==> config.mk <==
export PLATFORM = sky130hd
export DESIGN_NAME = lvg_sequencer
export DESIGN_NICKNAME = d
export VERILOG_FILES = /design/src/rtl/lvg_sequencer.sv
export SDC_FILE = /design/constraint.sdc
export NUM_CORES = 1
export LEC_CHECK = 0
export BUFFER_PORTS_ARGS = -buffer_cell sky130_fd_sc_hd__buf_4
export CAP_MARGIN = 20
export CORE_MARGIN = 2
export CORE_UTILIZATION = 55
export CTS_CLUSTER_DIAMETER = 150
export DETAILED_ROUTE_END_ITERATION = 16
export GPL_TIMING_DRIVEN = 0
export HOLD_SLACK_MARGIN = 0.03
export PLACE_DENSITY = 0.8
export SYNTH_ARGS = -nofsm -noshare
export SYNTH_HDL_FRONTEND = slang
export SYNTH_SLANG_ARGS = --single-unit
==> constraint.sdc <==
create_clock -name clk -period 2.7 [get_ports clk]
set_input_delay 0.27 -clock clk [delete_from_list [all_inputs] [get_ports clk]]
set_output_delay 0.27 -clock clk [all_outputs]
set_load 0.01 [all_outputs]
==> src/rtl/lvg_sequencer.sv <==
// Instruction sequencer for the lvg systolic core: fetches {weight_addr, opcode}
// words, drives weight-memory strobes and the lvg opcode, and sequences compute latency.
module lvg_sequencer #(
  parameter int IADDR_W = 8,
  parameter int WADDR_W = 8,
  parameter int OP_W    = 8,
  parameter int MM_LAT  = 13,
  parameter int ACT_LAT = 14,
  parameter int CNT_W   = 5
) (
  input  logic                      clk,
  input  logic                      rst,
  input  logic                      start,
  input  logic                      stall,
  output logic [IADDR_W-1:0]        instr_addr,
  input  logic [WADDR_W+OP_W-1:0]   instr_data,
  output logic [OP_W-1:0]           op,
  output logic                      op_valid,
  output logic [WADDR_W-1:0]        weight_addr,
  output logic                      read_weight,
  output logic                      write_weight,
  output logic                      busy,
  output logic                      halted,
  output logic                      illegal
);

  localparam logic [OP_W-1:0] OP_NOP   = OP_W'(0);
  localparam logic [OP_W-1:0] OP_LDA   = OP_W'(1);
  localparam logic [OP_W-1:0] OP_LDB   = OP_W'(2);
  localparam logic [OP_W-1:0] OP_READ  = OP_W'(3);
  localparam logic [OP_W-1:0] OP_STORE = OP_W'(4);
  localparam logic [OP_W-1:0] OP_MM0   = OP_W'(5);
  localparam logic [OP_W-1:0] OP_MM1   = OP_W'(6);
  localparam logic [OP_W-1:0] OP_ACT0  = OP_W'(7);
  localparam logic [OP_W-1:0] OP_ACT1  = OP_W'(8);
  localparam logic [OP_W-1:0] OP_JMP   = OP_W'(9);
  localparam logic [OP_W-1:0] OP_SETL  = OP_W'(10);
  localparam logic [OP_W-1:0] OP_DJNZ  = OP_W'(11);
  localparam logic [OP_W-1:0] OP_HALT  = '1;

  localparam logic [CNT_W-1:0] MM_LAST  = CNT_W'(MM_LAT - 1);
  localparam logic [CNT_W-1:0] ACT_LAST = CNT_W'(ACT_LAT - 1);

  typedef enum logic [2:0] {
    S_IDLE,
    S_FETCH,
    S_DECODE,
    S_EXEC,
    S_HALT
  } state_t;

  state_t               state_q, state_d;
  logic [IADDR_W-1:0]   pc_q, pc_d;
  logic [CNT_W-1:0]     lat_q, lat_d;
  logic [WADDR_W-1:0]   loop_q, loop_d;
  logic [OP_W-1:0]      op_q, op_d;
  logic [WADDR_W-1:0]   wa_q, wa_d;
  logic                 ill_q, ill_d;
  // Strobes decided in DECODE wait here until the first unstalled cycle.
  logic                 vld_p1, vld_d;
  logic                 rd_p1, rd_d;
  logic                 wr_p1, wr_d;
  logic [OP_W-1:0]      dec_op;
  logic [WADDR_W-1:0]   dec_wa;
  logic [IADDR_W-1:0]   tgt;

  function automatic logic is_known(input logic [OP_W-1:0] o);
    case (o)
      OP_NOP, OP_LDA, OP_LDB, OP_READ, OP_STORE, OP_MM0, OP_MM1,
      OP_ACT0, OP_ACT1, OP_JMP, OP_SETL, OP_DJNZ, OP_HALT: return 1'b1;
      default: return 1'b0;
    endcase
  endfunction

  assign dec_op = instr_data[OP_W-1:0];
  assign dec_wa = instr_data[OP_W +: WADDR_W];
  assign tgt    = IADDR_W'(wa_q);

  always_comb begin
    state_d = state_q;
    pc_d    = pc_q;
    lat_d   = lat_q;
    loop_d  = loop_q;
    op_d    = op_q;
    wa_d    = wa_q;
    ill_d   = ill_q;
    vld_d   = vld_p1 & stall;
    rd_d    = rd_p1 & stall;
    wr_d    = wr_p1 & stall;
    if (!stall) begin
      case (state_q)
        S_IDLE, S_HALT: begin
          if (start) begin
            pc_d    = '0;
            ill_d   = 1'b0;
            state_d = S_FETCH;
          end
        end
        S_FETCH: state_d = S_DECODE;
        S_DECODE: begin
          op_d    = dec_op;
          wa_d    = dec_wa;
          vld_d   = 1'b1;
          rd_d    = (dec_op == OP_LDA) || (dec_op == OP_LDB) || (dec_op == OP_READ);
          wr_d    = (dec_op == OP_STORE);
          lat_d   = '0;
          state_d = S_EXEC;
          if (!is_known(dec_op)) ill_d = 1'b1;
        end
        S_EXEC: begin
          state_d = S_FETCH;
          pc_d    = pc_q + IADDR_W'(1);
          case (op_q)
            OP_MM0, OP_MM1: begin
              if (lat_q != MM_LAST) begin
                state_d = S_EXEC;
                pc_d    = pc_q;
                lat_d   = lat_q + CNT_W'(1);
              end
            end
            OP_ACT0, OP_ACT1: begin
              if (lat_q != ACT_LAST) begin
                state_d = S_EXEC;
                pc_d    = pc_q;
                lat_d   = lat_q + CNT_W'(1);
              end
            end
            OP_JMP:  pc_d = tgt;
            OP_SETL: loop_d = wa_q;
            OP_DJNZ: begin
              if (loop_q != '0) begin
                loop_d = loop_q - WADDR_W'(1);
                pc_d   = tgt;
              end
            end
            OP_HALT: begin
              state_d = S_HALT;
              pc_d    = pc_q;
            end
            default: ;
          endcase
        end
        default: state_d = S_IDLE;
      endcase
    end
  end

  always_ff @(posedge clk) begin
    if (rst) begin
      state_q <= S_IDLE;
      pc_q    <= '0;
      lat_q   <= '0;
      loop_q  <= '0;
      op_q    <= '0;
      wa_q    <= '0;
      ill_q   <= 1'b0;
      vld_p1  <= 1'b0;
      rd_p1   <= 1'b0;
      wr_p1   <= 1'b0;
    end else begin
      state_q <= state_d;
      pc_q    <= pc_d;
      lat_q   <= lat_d;
      loop_q  <= loop_d;
      op_q    <= op_d;
      wa_q    <= wa_d;
      ill_q   <= ill_d;
      vld_p1  <= vld_d;
      rd_p1   <= rd_d;
      wr_p1   <= wr_d;
    end
  end

  assign instr_addr   = pc_q;
  assign op           = op_q;
  assign weight_addr  = wa_q;
  assign op_valid     = vld_p1 & ~stall;
  assign read_weight  = rd_p1 & ~stall;
  assign write_weight = wr_p1 & ~stall;
  assign busy         = (state_q == S_FETCH) || (state_q == S_DECODE) || (state_q == S_EXEC);
  assign halted       = (state_q == S_HALT);
  assign illegal      = ill_q;

endmodule

-- Yosys cells after proc, flatten, opt, wreduce, memory -nomap -nowiden
Cells that the tools add are included.
- register bits: 44
- input bits: 20
- mux-type cells: 29
- eq/ne operators: 35
- bitwise operators: 7
- add/subtract/negate cells: 3
- reduce and logical (&&, ||, !) cells: 21
- operators with widths (cell ; number):
    8-bit by 4-bit == test with 1-bit output (second input constant) ; 8
    8-bit by 3-bit == test with 1-bit output (second input constant) ; 7
    8-bit two-way mux ; 5
    8-bit one-hot mux with 5 select lines ; 1
    8-bit one-hot mux with 2 select lines ; 2
    5-bit one-hot mux with 2 select lines ; 2
    8-bit by 2-bit == test with 1-bit output (second input constant) ; 2
    8-bit == test (second input constant) ; 2
    13-bit OR reduction ; 1
    3-bit inequality test (second input constant) ; 4
    3-bit one-hot mux with 4 select lines ; 1
    1-bit two-way mux ; 11
    5-bit two-way mux ; 2
    5-bit by 4-bit inequality test with 1-bit output (second input constant) ; 2
    3-bit one-hot mux with 3 select lines ; 1
    8-bit by 1-bit adder with 8-bit output (second input constant) ; 1
    8-bit by 1-bit == test with 1-bit output (second input constant) ; 1
    8-bit zero test ; 1
    2-bit inequality test (second input constant) ; 4
    4-bit AND reduction ; 2
    2-bit nonzero test ; 4
    8-bit nonzero test ; 1
    8-bit by 1-bit subtractor with 8-bit output (second input constant) ; 1
    1-bit AND ; 6
    15 further kinds ; 23

-- Depth between registers and ports, before layout
Gate-level depths: netlist of the first run.
- depth in word-level cells: 7
- depth in mapped cells: 8
- mapped depth without buffers: 7

-- Worst setup path after synthesis of the first run
No wires, ideal clock.
- path type: register -> register
- start point: register op_q[5], in the netlist op[5]
- end point: register pc_q[2], in the netlist instr_addr[2]
- path buffers: 1
- library setup time: 122 ps
- data arrival time: 1782 ps
- cell stages (with the launch flop): 7
- slack: 797 ps
- path through: dfxtp_1 nor4_4 and3_1 buf_2 nand2_2 mux2_1 a221o_1
- cells in the longest elaborated chain, start to end: 4
- ends and longest elaborated chain (item ; RTL line ; RTL):
    start: declaration ; 56 ; logic [OP_W-1:0] op_q, op_d;
    start signal: assignment ; 165 ; op_q <= op_d;
    8-bit by 3-bit == test with 1-bit output or 8-bit by 4-bit == test with 1-bit output (tied branches) ; 113 ; case (op_q)
    2-bit OR reduction ; 113 ;
    8-bit one-hot mux with 5 select lines or 3-bit inequality test (tied branches) ; - ;
    8-bit one-hot mux with 2 select lines or 6-bit AND reduction (tied branches) ; - ;
    end signal: assignment ; 162 ; pc_q <= pc_d;
    end: declaration ; 53 ; logic [IADDR_W-1:0] pc_q, pc_d;
Several ways; a longest one is shown, not always the timed one.
A chain may end at the register's enable or synchronous reset.

-- Worst setup path in the final report of the first run
- start point: register state_q[1]
- end point: register loop_q[4]
- cells in the longest elaborated chain, start to end: 2
- ends and longest elaborated chain (item ; RTL line ; RTL):
    start: declaration ; 52 ; state_t state_q, state_d;
    start signal: assignment ; 161 ; state_q <= state_d;
    3-bit by 2-bit == test with 1-bit output ; 91 ; case (state_q)
    4-bit AND reduction (no line) ; - ;
    end signal: assignment ; 164 ; loop_q <= loop_d;
    end: declaration ; 55 ; logic [WADDR_W-1:0] loop_q, loop_d;
No other way between the ends.

==> flow_summary.ini, run 1 <==
[run_status]
status = finished, final reports clean

[die]
die_area_um2 = 5010
initial_core_util = 0.567
dieWidth_um = 70.8
core_um2 = 4320
rows = 24
die_h_um = 70.8
io_pins = 50

[clock_network]
cts_tree = done
clkLatencyLatePin_ns = 0.31
cts_hold_buf = 0
clock_path_buffers = 2
clkSinkCount = 44
cts_root_buffer = clkbuf_8
postCtsSetupRepairBufs = 0
cts_buffers = 5
htreeDepth = 2
cts.clk_slew.worst_paths_ns = 0.09
post_cts_resized = 0

[worst_setup_path]
path_max_fanout = 10
required_ns = 2.88
cp_cell_sequence = clkbuf_1, nor4bb_1, and2_1, nand4_1, o21ai_0, a21oi_1
cpPeakStageDelay_ns = 0.52
crit_slowest_cell = nor4bb_1
worstPathArrival_ns = 2.37
crit_type = flop to flop
endpoint_kind = flop
startpoint_type = flop

[drt]
drc_errors = 0
drt_first_iter_violations = 220
postRouteAntennaNets = 0
routed_wl_mm = 6.42
vias_per_cell = 6.00
drt-pass1-iter-count = 4
vias = 2522
detail_route.wl_per_cell_um = 15.3

[global_route]
grt_overflow = 0
grt_max_degree = 13
grt_pass1_wl_mm = 10.6
antenna_found_initial = 0
grt_usage = 0.262
first_global_vias = 2295

[cells_and_area]
syn2layout_area_growth_pct = 21.3
final_nets = 393
mostFrequentLayoutCell = nand2_1
design_area_um2 = 2970
mostFrequentLayoutCells = 52 x nand2_1, 50 x buf_4, 44 x dfxtp_1
diodes = 0
fillers = 390
drive_gt1_frac = 0.198
postLayoutCoreUtil = 0.688

[timing]
drv_slew = 0
tns_ns = 0
min_period_ns = 2.19
rsz0062_at_grt = false
tightest_slew_ns = 0.622
fin_crit_sh = 0.813
relSlewSlack = 0.581
finalSetupViolCount = 0
finalHoldViolations = 0
skew_ns = 0.00942
fmax_mhz = 456

[placement]
dp_hpwl_mm = 4.66
place_congestion = 0.854
port_buffers = 49
placed_area_um2 = 2880

[synth]
ys.flop_type = dfxtp_1
synth-seq-area-share = 0.359
synth_warnings = 0
synth-edff-count = 0
synthArstFlopShare = 0
ys_seq_elements = 44
netlist_area_um2 = 2450
synth.avg_cell_area_um2 = 7.88
synthesis.nets = 337
synth_cell_types = 55
netlist_instances = 311

[power_and_ir_drop]
power.density_nw_per_um2 = 413
finalPower_mw = 1.23
peakVddDrop_mv = 0.270
total_leakage_power_nw = 1.10

[hold_path]
hold_path.class = input pin to flop

[run]
drv_cap = 0
-- sequential cells by signal, indices dropped and copies added (netlist names), named ones only --
register     count
illegal          1
instr_addr       8
weight_addr      8
lat_q            5
state_q          3
loop_q           8
op               8
-- layout make-up --
cell class	instances	area [um^2]	area share
multi-input combinational	240	1460	0.491
sequential	44	881	0.296
buffer	18	76.3	0.0257
inverter	9	33.8	0.0114
clock buffer	8	90.1	0.0303
timing repair buffer	49	368	0.124
tap	52	65.1	0.0219
-- stage by stage --
stage / hold slack (ns) / worst slack (ns) / cells
6_report: 0.199 / 0.506 / 420
5_1_grt: 0.209 / 0.149 / 420
3_3_place_gp: 0.459 / 0.596 / 412
3_5_place_dp: 0.463 / 0.534 / 412
4_1_cts: 0.207 / 0.525 / 420
2_1_floorplan: 0.406 / 0.797 / 311
-- kinds of logic after synthesis --
group / after synthesis / share of synthesized area
fa+ha+maj: 6 / 0.0306
flops: 44 / 0.359
mux: 5 / 0.0219
buf+inv: 27 / 0.0449
xor+xnor: 4 / 0.0143
simple gates: 147 / 0.322
compound gates: 78 / 0.207
-- critical path, delay by kind of cell, from the launching register on --
kind | cells | cell delay [ns]
simple gates | 3 | 1.09
compound gates | 2 | 0.40
flops | 1 | 0.31
buf+inv | 1 | 0.28
-- final timing paths --
path / from / depth (start not counted) / slack (ns) / end
worst min-delay path: instr_data[13] / 3 / 0.20 / weight_addr[5]
worst min register to register: illegal / 1 / 0.48 / illegal
worst max register to register: state_q[1] / 6 / 0.51 / loop_q[4]
worst max-delay path: state_q[1] / 6 / 0.51 / loop_q[4]
-- synth_stat cells, types with 2 or more instances --
library cell / n / area (um^2)
nor3_1: 7 / 35.0
nand3b_1: 5 / 37.5
or2_2: 3 / 18.8
nor2b_1: 8 / 50.1
and4_1: 3 / 26.3
nor4bb_1: 2 / 20.0
buf_2: 4 / 20.0
nand4_1: 12 / 75.1
ha_1: 6 / 75.1
a31oi_1: 4 / 25.0
clkbuf_1: 13 / 48.8
o41ai_1: 3 / 26.3
mux2i_1: 2 / 20.0
nor4_1: 7 / 43.8
and2_1: 2 / 12.5
nand3_1: 8 / 40.0
mux2_2: 2 / 22.5
nand2_1: 52 / 195
dfxtp_1: 44 / 881
o31ai_1: 4 / 30.0
xnor2_1: 3 / 26.3
nand2b_1: 2 / 12.5
nor2_1: 22 / 82.6
a211oi_1: 2 / 15.0
a21o_1: 5 / 37.5
o21a_1: 2 / 15.0
nand4b_1: 3 / 26.3
a21oi_1: 33 / 165
inv_1: 9 / 33.8
o21ai_0: 9 / 45.0
a221o_1: 6 / 60.1
-- per-layer routing --
metal | track usage | routed length (um)
met3 | 0.0670 | 366
met1 | 0.327 | 2810
met5 | 0 | 0
met4 | 0.103 | 96
met2 | 0.434 | 3150
-- power by group --
part | switching [mW] | internal [mW] | leakage (nW)
Sequential | 0.0104 | 0.658 | 0.355
Clock | 0.229 | 0.209 | 0.0455
Combinational | 0.0692 | 0.0519 | 0.698
Power figures use the tool's default switching activity.
==> inputs of run 2 (changes only) <==
Clock period 2.7 ns to 2.23 ns, I/O delays scaled along.
==> flow_summary.ini, run 2 (same netlist as run 1, synthesis figures left out) <==
[clock_network]
cts_buffers = 5
clkSinkCount = 44
clkLatencyLatePin_ns = 0.30
htreeDepth = 2
cts_tree = done
cts.clk_slew.worst_paths_ns = 0.08
clock_path_buffers = 2
cts_root_buffer = clkbuf_8

[worst_setup_path]
worstPathArrival_ns = 2.31
crit_buf_inv = 1
cp_top_family = compound AO/OA/AOI/OAI gates
cp_cell_sequence = buf_2, and4b_1, o211ai_2, nand3_2, o21a_1, a221o_1
cpPeakStageDelay_ns = 0.39
endpoint_kind = flop
crit_type = flop to flop
required_ns = 2.42
crit_slowest_cell = a221o_1
startpoint_type = flop
path_max_fanout = 10

[die]
rows = 24
io_pins = 50
initial_core_util = 0.567
core_um2 = 4320
die_h_um = 70.8
die_area_um2 = 5010
dieWidth_um = 70.8

[power_and_ir_drop]
total_leakage_power_nw = 1.12
finalPower_mw = 1.48
power.density_nw_per_um2 = 492
peakVddDrop_mv = 0.329

[cells_and_area]
diodes = 0
syn2layout_area_growth_pct = 23.0
mostFrequentLayoutCells = 52 x nand2_1, 52 x buf_4, 44 x dfxtp_1
finalNonFillerCells = 422
drive_gt1_frac = 0.219
final_nets = 395

[timing]
drv_slew = 0
tns_ns = 0
min_period_ns = 2.12
rsz0062_at_grt = false
fmax_mhz = 473
finalHoldViolations = 0
finalSetupViolCount = 0
relSlewSlack = 0.577
fin_crit_sh = 0.949
skew_ns = 0.00671
tightest_slew_ns = 0.629

[hold_path]
hold_path.class = input pin to flop

[drt]
drt_first_iter_violations = 186
drt-pass1-iter-count = 4
detail_route.wl_per_cell_um = 15.3
vias = 2518
vias_per_cell = 5.97
postRouteAntennaNets = 0
drc_errors = 0
routed_wl_mm = 6.46

[placement]
dp_cells = 412
place_congestion = 0.854
dp_hpwl_mm = 4.66
port_buffers = 49

[global_route]
first_global_vias = 2295
grt_overflow = 0
antenna_found_initial = 0
grt_pass1_wl_mm = 10.6
grt_usage = 0.262
grt_max_degree = 13

[run_status]
status = finished, final reports clean

[run]
drv_cap = 0
[run 2: cell count changes in the layout (fill, tap and decap cells not counted), moves of 2 or more]
| cell | change |
|---|---|
| nor4bb_1 | -2 |
| clkbuf_2 | +3 |
| buf_4 | +2 |
| clkbuf_1 | -3 |
| nor4bb_2 | +2 |
[run 2: final cells by class]
class / instances / area [um^2]
Inverter: 9 / 33.8
Timing Repair Buffer: 51 / 383
Tap cell: 52 / 65.1
Fill cell: 386 / 1310
Sequential cell: 44 / 881
Buffer: 18 / 80.1
Clock buffer: 8 / 90.1
Multi-Input combinational cell: 240 / 1480
[run 2: through the flow]
| stage | cell area, um^2 | setup WS (ns) | util | hold slack (ns) |
|---|---|---|---|---|
| 6_report | 3020 | 0.114 | 0.697 | 0.161 |
| 2_1_floorplan | 2450 | 0.327 | - | 0.359 |
| 4_1_cts | 2970 | 0.0548 | 0.688 | 0.160 |
| 3_3_place_gp | 2880 | 0.126 | 0.667 | 0.459 |
| 5_1_grt | 3020 | 0.0173 | 0.697 | 0.162 |
| 3_5_place_dp | 2880 | 0.0637 | 0.667 | 0.463 |
[run 2: worst paths after layout]
| check | startpoint | endpoint | slack, ns | depth (start not counted) |
|---|---|---|---|---|
| hold reg to reg | illegal | illegal | 0.48 | 1 |
| hold / removal | instr_data[13] | weight_addr[5] | 0.16 | 3 |
| setup reg to reg | op[0] | instr_addr[2] | 0.11 | 6 |
| setup / recovery | op[0] | instr_addr[2] | 0.11 | 6 |
[run 2: metal layers]
layer / track usage / vias to the layer above / share of wire
met1: 0.327 / 1175 / 0.42
li1: - / 1247 / -
met2: 0.434 / 83 / 0.49
met5: 0 / - / 0
met3: 0.0670 / 13 / 0.066
met4: 0.103 / 0 / 0.017
[run 2: repair_timing]
action | CTS | global route
hold buffers | 0 | 0
setup endpoints to repair | 0 | 34
gates resized for setup | 0 | 11
endpoints found under the hold margin | 0 | 0
setup buffers | 0 | 2
[run 2: report_power, final]
part / switching [mW] / internal [mW] / total (mW)
Sequential: 0.0125 / 0.796 / 0.809
Combinational: 0.0843 / 0.0649 / 0.149
Clock: 0.273 / 0.253 / 0.526
[run 2: worst reg2reg max path: cells and delay by family, from the launching register on]
| kind | cells | cell delay (ns) |
|---|---|---|
| simple gates | 2 | 0.50 |
| compound gates | 3 | 1.03 |
| flops | 1 | 0.31 |
| buf+inv | 1 | 0.17 |
==> inputs of run 3 (changes only) <==
Settings changed: ABC_AREA set to 1, PLACE_DENSITY 0.8 to 0.79.
==> flow_summary.ini, run 3 <==
[die]
die_area_um2 = 5270
initial_core_util = 0.582
die_h_um = 72.6
io_pins = 50
rows = 24
core_um2 = 4440
dieWidth_um = 72.6

[worst_setup_path]
critical_path.startpoint = op[2]
crit_slowest_cell = dfxtp_1
startpoint_type = flop
cp.depth = 9
worstPathArrival_ns = 1.96
cpPeakStageDelay_ns = 0.45
crit_type = flop to flop
path_max_fanout = 5
crit_buf_inv = 1
worstRegToRegCells = 9
cp_cell_sequence = inv_1, nor2_1, nand3_1, nor2_1, o21ai_0, nand3_1, nand2_1, nand2_1, a21oi_1
endpoint_kind = flop
cp_top_family = simple AND/OR/NAND/NOR gates
r2r_start = op[2]
required_ns = 2.39

[synth]
synthArstFlopShare = 0
synthesis.nets = 439
synth.most_common_cell = nand2_1
netlist_area_um2 = 2590
netlist_instances = 413
yosys.area.top_type = dfxtp_1
synth_cell_types = 26
synthTopCellsByArea = dfxtp_1 34%, nand2_1 14%, nor2_1 13%
ys.flop_type = dfxtp_1
synth_top_area_share = 0.340
synth_warnings = 0
synthTopCellsByCount = 96 x nand2_1, 88 x nor2_1, 44 x dfxtp_1, 41 x inv_1, 32 x a21oi_1
synth-seq-area-share = 0.340
ys_seq_elements = 44
synth-edff-count = 0
synth.avg_cell_area_um2 = 6.27

[cells_and_area]
diodes = 0
drive_gt1_frac = 0.165
syn2layout_area_growth_pct = 19.7
final_nets = 493
finalNonFillerCells = 520
mostFrequentLayoutCells = 96 x nand2_1, 88 x nor2_1, 47 x buf_4
mostFrequentLayoutCell = nand2_1

[drt]
vias_per_cell = 5.13
postRouteAntennaNets = 0
drc_errors = 0
drt_first_iter_violations = 162
vias = 2665
drt-pass1-iter-count = 4
detail_route.wl_per_cell_um = 12.5
routed_wl_mm = 6.50

[timing]
tightest_slew_ns = 0.572
relSlewSlack = 0.619
min_period_ns = 1.81
drv_slew = 0
skew_ns = 0.00506
rsz0062_at_grt = false
hold_ws_ns = 0.187
tns_ns = 0
fin_crit_sh = 0.811
fmax_mhz = 553
finalSetupViolCount = 0
finalHoldViolations = 0

[global_route]
first_global_vias = 2466
grt_usage = 0.261
grt_pass1_wl_mm = 11.0
antenna_found_initial = 0
grt_overflow = 0
grt_use_met2 = 0.475
gr-max-usage-layer = met2
use_met3 = 0.0414
gr-usage-met1 = 0.323
grt_max_degree = 14

[power_and_ir_drop]
finalPower_mw = 1.68
combPwrFrac = 0.182
swShare = 0.287
power.density_nw_per_um2 = 541
clkPwrFrac = 0.305
peakVddDrop_mv = 0.328
internal_power_mw = 1.20
power_switching_mw = 0.482
total_leakage_power_nw = 1.42
sequentialPowerShare = 0.514

[hold_path]
holdCritStartpoint = instr_data[15]
hold_depth = 3
hold_path.class = input pin to flop

[clock_network]
cts_tree = done
postCtsSetupRepairBufs = 0
cts_buffers = 5
clkSinkCount = 44
cts.clk_slew.worst_paths_ns = 0.08
clock_path_buffers = 2
cts_hold_buf = 0
cts_root_buffer = clkbuf_8
clkLatencyLatePin_ns = 0.29
post_cts_resized = 0
htreeDepth = 2

[placement]
port_buffers = 47
dp_cells = 512
dp_hpwl_mm = 4.97
place_congestion = 0.885

[run]
drv_cap = 0

[run_status]
status = finished, final reports clean
## run 3: cell count changes after synthesis, moves of 10 or more
cell / change
clkbuf_1: -10
inv_1: +32
nand2_1: +44
nand3_1: +20
nor2_1: +66
o21ai_0: +18
## run 3: per-layer routing
layer / wire, um / vias to the layer above
met5: 0 / -
met4: 72 / 0
met3: 199 / 9
met2: 3290 / 46
met1: 2940 / 1194
li1: - / 1416
## run 3: worst min-delay path, delay by kind of cell
family | cells | cell delay (ns)
buffers and inverters | 1 | 0.08
and+or+nand+nor | 1 | 0.08
AOI/OAI and AO/OA | 1 | 0.07
## run 3: kinds of logic after synthesis
kind of cell | share of synthesized area
AOI/OAI and AO/OA | 0.126
xor gates and xnor gates | 0.0305
adders and majority gates | 0.0290
buffers and inverters | 0.0904
DFF | 0.340
and+or+nand+nor | 0.384
## run 3: per-stage QoR
stage	instance area, um^2	worst slack, ns	util
CTS	3100	0.478	0.697
finish	3100	0.422	0.697
global route	3100	0.245	0.697
floorplan	2590	0.771	-
detailed placement	3010	0.536	0.676
global placement	3010	0.603	0.676
## run 3: final timing paths
kind / slack, ns / to
worst min-delay path: 0.19 / weight_addr[7]
worst max register to register: 0.42 / lat_q[4]
worst max-delay path: 0.42 / lat_q[4]
worst min register to register: 0.47 / flop
## run 3: final cells by class
| class | count | area [um^2] |
|---|---|---|
| Inverter | 45 | 171 |
| Fill cell | 422 | 1350 |
| Buffer | 11 | 62.6 |
| Tap cell | 52 | 65.1 |
| Clock buffer | 6 | 82.6 |
| Multi-Input combinational cell | 313 | 1470 |
| Sequential cell | 44 | 881 |
| Timing Repair Buffer | 47 | 353 |
| Clock inverter | 2 | 10.0 |
## run 3: power groups by stage
stage | Clock [mW] | Combinational, mW | Sequential [mW]
CTS | 0.527 | 0.305 | 0.860
global route | 0.565 | 0.346 | 0.866
finish | 0.511 | 0.304 | 0.861
floorplan | 0 | 0.171 | 0.885
global placement | 0 | 0.297 | 0.878
detailed placement | 0 | 0.303 | 0.879
